[src/rtl/mem_bus_requester.sv]
// MEM-stage load/store bus master: decodes the EX/MEM instruction, runs one req/ack
// transaction per access, stalls the pipeline meanwhile, and reports address/bus errors.
module mem_bus_requester #(
    parameter int TIMEOUT_CYC = 16,
    parameter int EXC_ADEL    = 4,
    parameter int EXC_ADES    = 5,
    parameter int EXC_DBE     = 7
) (
    input  logic        clk,
    input  logic        reset,
    input  logic [31:0] mem_addr,
    input  logic [31:0] mem_wdata,
    input  logic [31:0] mem_instr,
    input  logic        flush,
    output logic        bus_req,
    output logic        bus_we,
    output logic [31:0] bus_addr,
    output logic [3:0]  bus_be,
    output logic [31:0] bus_wdata,
    input  logic        bus_ack,
    input  logic [31:0] bus_rdata,
    output logic        stall,
    output logic        load_valid,
    output logic [31:0] load_data,
    output logic        exc_valid,
    output logic [4:0]  exc_code
);

    localparam int CNT_W = $clog2(TIMEOUT_CYC + 1);

    typedef enum logic [1:0] {IDLE, REQ, DONE} state_t;
    typedef enum logic [1:0] {SZ_B, SZ_H, SZ_W} size_t;

    state_t             state, state_d;
    logic [CNT_W-1:0]   cnt;
    logic               err_q, flushed_q, ld_q, sgn_q;
    size_t              size_q;
    logic [1:0]         lane_q;

    logic               is_acc, is_ld, sgn, misaligned, issue, timeout_hit;
    size_t              size;
    logic [3:0]         be_d;
    logic [31:0]        wdata_d;
    logic               unused_instr;

    assign unused_instr = ^mem_instr[25:0];

    // NOTE: every signal written in always_comb gets a default first so no latch is inferred.
    always_comb begin
        is_acc = 1'b1;
        is_ld  = 1'b1;
        sgn    = 1'b0;
        size   = SZ_W;
        case (mem_instr[31:26])
            6'h23: size = SZ_W;
            6'h21: begin size = SZ_H; sgn = 1'b1; end
            6'h25: size = SZ_H;
            6'h20: begin size = SZ_B; sgn = 1'b1; end
            6'h24: size = SZ_B;
            6'h2B: is_ld = 1'b0;
            6'h29: begin size = SZ_H; is_ld = 1'b0; end
            6'h28: begin size = SZ_B; is_ld = 1'b0; end
            default: begin is_acc = 1'b0; is_ld = 1'b0; end
        endcase
    end

    assign misaligned  = is_acc && ((size == SZ_W && mem_addr[1:0] != 2'b00) ||
                                    (size == SZ_H && mem_addr[0]));
    assign issue       = (state == IDLE) && is_acc && !misaligned && !flush;
    assign timeout_hit = (cnt == CNT_W'(TIMEOUT_CYC - 1));

    always_comb begin
        be_d    = 4'hF;
        wdata_d = mem_wdata;
        case (size)
            SZ_H: begin
                be_d    = 4'b0011 << {mem_addr[1], 1'b0};
                wdata_d = {2{mem_wdata[15:0]}};
            end
            SZ_B: begin
                be_d    = 4'b0001 << mem_addr[1:0];
                wdata_d = {4{mem_wdata[7:0]}};
            end
            default: ;
        endcase
    end

    function automatic logic [31:0] extend(input logic [31:0] d, input size_t sz,
                                           input logic sg, input logic [1:0] lane);
        logic [7:0]  b;
        logic [15:0] h;
        b = d[{lane, 3'b000} +: 8];
        h = d[{lane[1], 4'b0000} +: 16];
        case (sz)
            SZ_B:    return sg ? {{24{b[7]}}, b} : {24'b0, b};
            SZ_H:    return sg ? {{16{h[15]}}, h} : {16'b0, h};
            default: return d;
        endcase
    endfunction

    always_comb begin
        state_d    = state;
        stall      = 1'b0;
        load_valid = 1'b0;
        exc_valid  = 1'b0;
        exc_code   = 5'd0;
        case (state)
            IDLE: begin
                if (misaligned && !flush) begin
                    exc_valid = 1'b1;
                    exc_code  = is_ld ? 5'(EXC_ADEL) : 5'(EXC_ADES);
                end
                if (issue) begin
                    stall   = 1'b1;
                    state_d = REQ;
                end
            end
            REQ: begin
                stall = 1'b1;
                if (bus_ack || timeout_hit) state_d = DONE;
            end
            DONE: begin
                state_d = IDLE;
                // A flush seen at any point of the transaction discards its result.
                if (!flushed_q && !flush) begin
                    if (err_q) begin
                        exc_valid = 1'b1;
                        exc_code  = 5'(EXC_DBE);
                    end else begin
                        load_valid = ld_q;
                    end
                end
            end
            default: state_d = IDLE;
        endcase
    end

    // NOTE: sequential state uses non-blocking assignments so all registers update together.
    always_ff @(posedge clk) begin
        if (reset) begin
            state     <= IDLE;
            cnt       <= '0;
            err_q     <= 1'b0;
            flushed_q <= 1'b0;
            ld_q      <= 1'b0;
            sgn_q     <= 1'b0;
            size_q    <= SZ_W;
            lane_q    <= 2'b00;
            bus_req   <= 1'b0;
            bus_we    <= 1'b0;
            bus_addr  <= '0;
            bus_be    <= '0;
            bus_wdata <= '0;
            load_data <= '0;
        end else begin
            state <= state_d;
            case (state)
                IDLE: begin
                    cnt       <= '0;
                    err_q     <= 1'b0;
                    flushed_q <= 1'b0;
                    if (issue) begin
                        bus_req   <= 1'b1;
                        bus_we    <= !is_ld;
                        bus_addr  <= {mem_addr[31:2], 2'b00};
                        bus_be    <= be_d;
                        bus_wdata <= wdata_d;
                        ld_q      <= is_ld;
                        sgn_q     <= sgn;
                        size_q    <= size;
                        lane_q    <= mem_addr[1:0];
                    end
                end
                REQ: begin
                    if (flush) flushed_q <= 1'b1;
                    if (bus_ack) begin
                        bus_req <= 1'b0;
                        if (ld_q) load_data <= extend(bus_rdata, size_q, sgn_q, lane_q);
                    end else begin
                        cnt <= cnt + CNT_W'(1);
                        if (timeout_hit) begin
                            bus_req <= 1'b0;
                            err_q   <= 1'b1;
                        end
                    end
                end
                default: ;
            endcase
        end
    end

endmodule

[config.mk]
export PLATFORM = sky130hd
export DESIGN_NAME = mem_bus_requester
export DESIGN_NICKNAME = d
export VERILOG_FILES = /design/src/rtl/mem_bus_requester.sv
export SDC_FILE = /design/constraint.sdc
export NUM_CORES = 1
export LEC_CHECK = 0
export CAP_MARGIN = 20
export CORE_MARGIN = 5
export CORE_UTILIZATION = 47
export DETAILED_ROUTE_END_ITERATION = 10
export PLACE_DENSITY = 0.95
export SYNTH_ARGS = -nofsm -noshare
export SYNTH_HDL_FRONTEND = slang
export SYNTH_SLANG_ARGS = --single-unit
export TNS_END_PERCENT = 100
[constraint.sdc]
create_clock -name clk -period 3.3 [get_ports clk]
set_clock_uncertainty 0.2 [all_clocks]
set_input_delay 0.66 -clock clk [delete_from_list [all_inputs] [get_ports clk]]
set_output_delay 0.66 -clock clk [all_outputs]
set_load 0.05 [all_outputs]
==> results.md <==
- Post-synthesis cell count: 681
- CTS tree: built
- Crit-path leading delay family: buffers and inverters
- Final worst slack: 0.123 ns
- Final Slew Violations: 0
- FF-to-FF setup slack: 0.89 ns
- Rows: 41
- Placer Congestion: 0.916
- Antenna cells: 0
- Initial Utilization: 47.5%
- Root buf cell: clkbuf_16
- Unrepaired setup endpoints after global routing: no
- CP startpoint kind: input pin
- CP arrival: 2.32 ns
- Placed cell count: 1017
- Via count: 6273
- DIE AREA: 0.0149 mm2
- Cts hold-fix bufs: 0
- Worst reg2reg path depth: 4
- Crit path kind: in2out
- Remaining antenna violation count: 0
- # port buffers: 211
- Critical path origin: mem_instr[30]
- Final Hold Fails: 0
- Final setup violation count: 0
- Yosys reg bits: 115
- Main synth FF type: dfxtp_1
- Crit path required time: 2.44 ns
- EDFF count, synth: 0
- Slew headroom: 33.8%
- Post-Synthesis Cell Area: 0.00592 mm2
- Max Cap Viol: 0
- Post-synth ARST share: 0%
- Worst VDD drop: 0.358 mV
- R2r endpoint: load_data[1]
- Unique cell type count in the Yosys netlist: 58
- Die Y: 122 um
- Total negative slack: 0 ns
- Core Footprint: 0.0125 mm2
- Peak fanout along the critical path: 19
- Actual slew at the worst max-slew pin: 0.991 ns
- Number of global-route vias before repair: 6063
- Share of cells above drive strength 1: 11.2%
- Layout Nets: 998
- CP bufs+invs: 3
- Fin util: 69.6%
- First-pass GRT wire length: 31700 um
- Max Freq: 0.315 GHz
- DRC viols: 0
- Max clock buf depth: 2
- # resized after CTS: 0
- Crit end category: output pin
- Final wirelength: 20700 um
- GRT Overall Usage: 27.2%
- Antenna violations before repair: 0
- Crit path time final: 3.18 ns
- Pwr dens: 398 mW/mm2
- Hold Startpoint: load_data[15]
- Detailed placement HPWL: 14000 um
- Status: completed
- H-Tree Depth: 4
- Post-CTS setup buffers: 0
- Final worst-path cycle share: 96.3%
- WP depth: 6
- Clk sinks: 115
- Clock Latency Late Sink: 0.41 ns
- Pre-CTS setup slack: 0.151 ns
- Grt ovf: 0
- Worst r2r src: size_q[0]
- CTS clk-pin slew, worst paths: 0.05 ns
- WL/cell: 19.8 um
- Most Frequent Cell on Critical Path: buf_4
- Largest net degree at the start of global routing: 55
- Mean Syn Cell Area: 8.69 um2
- Crit path to: exc_valid
- Yosys warning total: 0
- Die span in x: 122 um
- DR iter-0 viols: 591
- Clock buffer count from CTS: 17
- Post-Layout Cell Count: 1046
- Post-synthesis sequential area ratio: 38.9%
- Area delta synth->final: 46.7%
- Pleak: 3.18 nW
- Critical-path top delay cell: clkdlybuf4s50_1
- DR vias/cell: 6.00
- I/O pins: 242
- CP peak stage delay: 0.53 ns
- Critical Path, Cell by Cell: clkdlybuf4s50_1, nor3b_1, nand4_1, buf_4, o21ai_2, buf_4
- First drt pass iteration count: 6
- Worst hold-check path type: reg2reg
[tightest hold or removal path: cells and delay by family (launching register included)]
family             cells  cell delay, ns
AOI/OAI and AO/OA      1            0.05
DFF                    1            0.30
and+or+nand+nor        1            0.05
[sequential cells by signal, summed over array words and instances (netlist names)]
register	count
bus_wdata	32
flushed_q	1
cnt	5
sgn_q	1
bus_be	4
size_q	2
bus_we	1
ld_q	1
load_data	32
err_q	1
state	2
bus_addr	30
bus_req	1
lane_q	2
[layout make-up]
cell class | instances | area [um2]
Clock buffer | 23 | 478
Clock inverter | 6 | 32.5
Fill cell | 924 | 3780
Inverter | 14 | 52.6
Multi-Input combinational cell | 477 | 3250
Sequential cell | 115 | 2300
Tap cell | 172 | 215
Timing Repair Buffer | 239 | 2350
[Yosys cell counts, drive strengths merged (2+ instances only)]
library cell    n  area (um2)
nand2          50         188
nand3          25         125
mux2i          20         200
a22oi           2        15.0
or2             2        12.5
a21oi         105         529
a21o            3        22.5
or4             2        15.0
ha              2        25.0
buf            40         225
o41ai           2        36.3
o21ai          47         239
o31ai          45         352
nor2           16        67.6
a221o           8        80.1
mux4            8         180
and3            2        12.5
a31oi           3        18.8
nor2b          22         138
dfxtp         115        2300
nand4b          2        17.5
nand2b          6        37.5
a32o            2        20.0
o22ai           7        43.8
nor3           10        50.1
clkbuf         38         143
mux2           18         259
inv            13        48.8
o211ai         49         368
nor3b           2        26.3
[worst min-delay path by stage]
stage               endpoint  slack [ns]  cells after the start
5_1_grt         load_data[9]        0.26                      2
3_5_place_dp   load_data[13]        0.25                      2
6_report       load_data[15]        0.25                      2
4_1_cts        load_data[13]        0.25                      2
2_1_floorplan           ld_q        0.27                      2
3_3_place_gp   load_data[14]        0.24                      2
[metal layers]
metal	share of wire [%]	global-route usage (%)	vias up
met3	11	10.0	74
li1	-	-	2889
met2	47	44.4	386
met4	4.0	12.7	0
met1	38	31.5	2924
met5	0	0	-
[through the flow]
| step | power (mW) | hold WS [ns] | area, um2 |
|---|---|---|---|
| 2_1_floorplan | 1.65 | 0.266 | 5940 |
| 3_3_place_gp | 1.86 | 0.240 | 8170 |
| 3_5_place_dp | 1.87 | 0.246 | 8170 |
| 4_1_cts | 3.48 | 0.253 | 8680 |
| 5_1_grt | 3.58 | 0.262 | 8680 |
| 6_report | 3.46 | 0.251 | 8680 |
[cells in the final DEF, fill, tap and decap left out, types with 3 or more instances in the layout]
cell and count:
nor2b_1 22, clkbuf_8 3, a31oi_1 3, nor3_1 10, o22ai_1 7, a21o_1 3
a221o_1 8, o211ai_1 49, buf_12 4, clkinv_2 5, dfxtp_1 115, nand2_1 50
clkbuf_1 3, o21ai_1 8, mux4_2 8, a21oi_1 103, nor2_1 15, mux2_4 15
o31ai_1 44, buf_4 30, o21ai_0 37, inv_1 13, conb_1 4, mux2i_1 20
clkbuf_16 17, nand3_1 25, nand2b_1 6, clkdlybuf4s50_1 204
[logic make-up (layout without fill, tap and decap cells)]
family,Yosys count,in the layout,synth area share [%]
AO/OA/AOI/OAI,279,279,30.1
multiplexers,46,46,10.8
other,1,4,0.0634
AND/OR/NAND/NOR,146,146,12.6
buffers and inverters,92,282,7.11
flip-flops,115,115,38.9
adder cells (fa/ha/maj),2,2,0.423
[power by group]
group          internal (mW)  switching, mW
Sequential              1.40        0.00573
Combinational          0.196          0.247
Clock                  0.996          0.612
No activity file was read; power rests on OpenSTA's default activity.
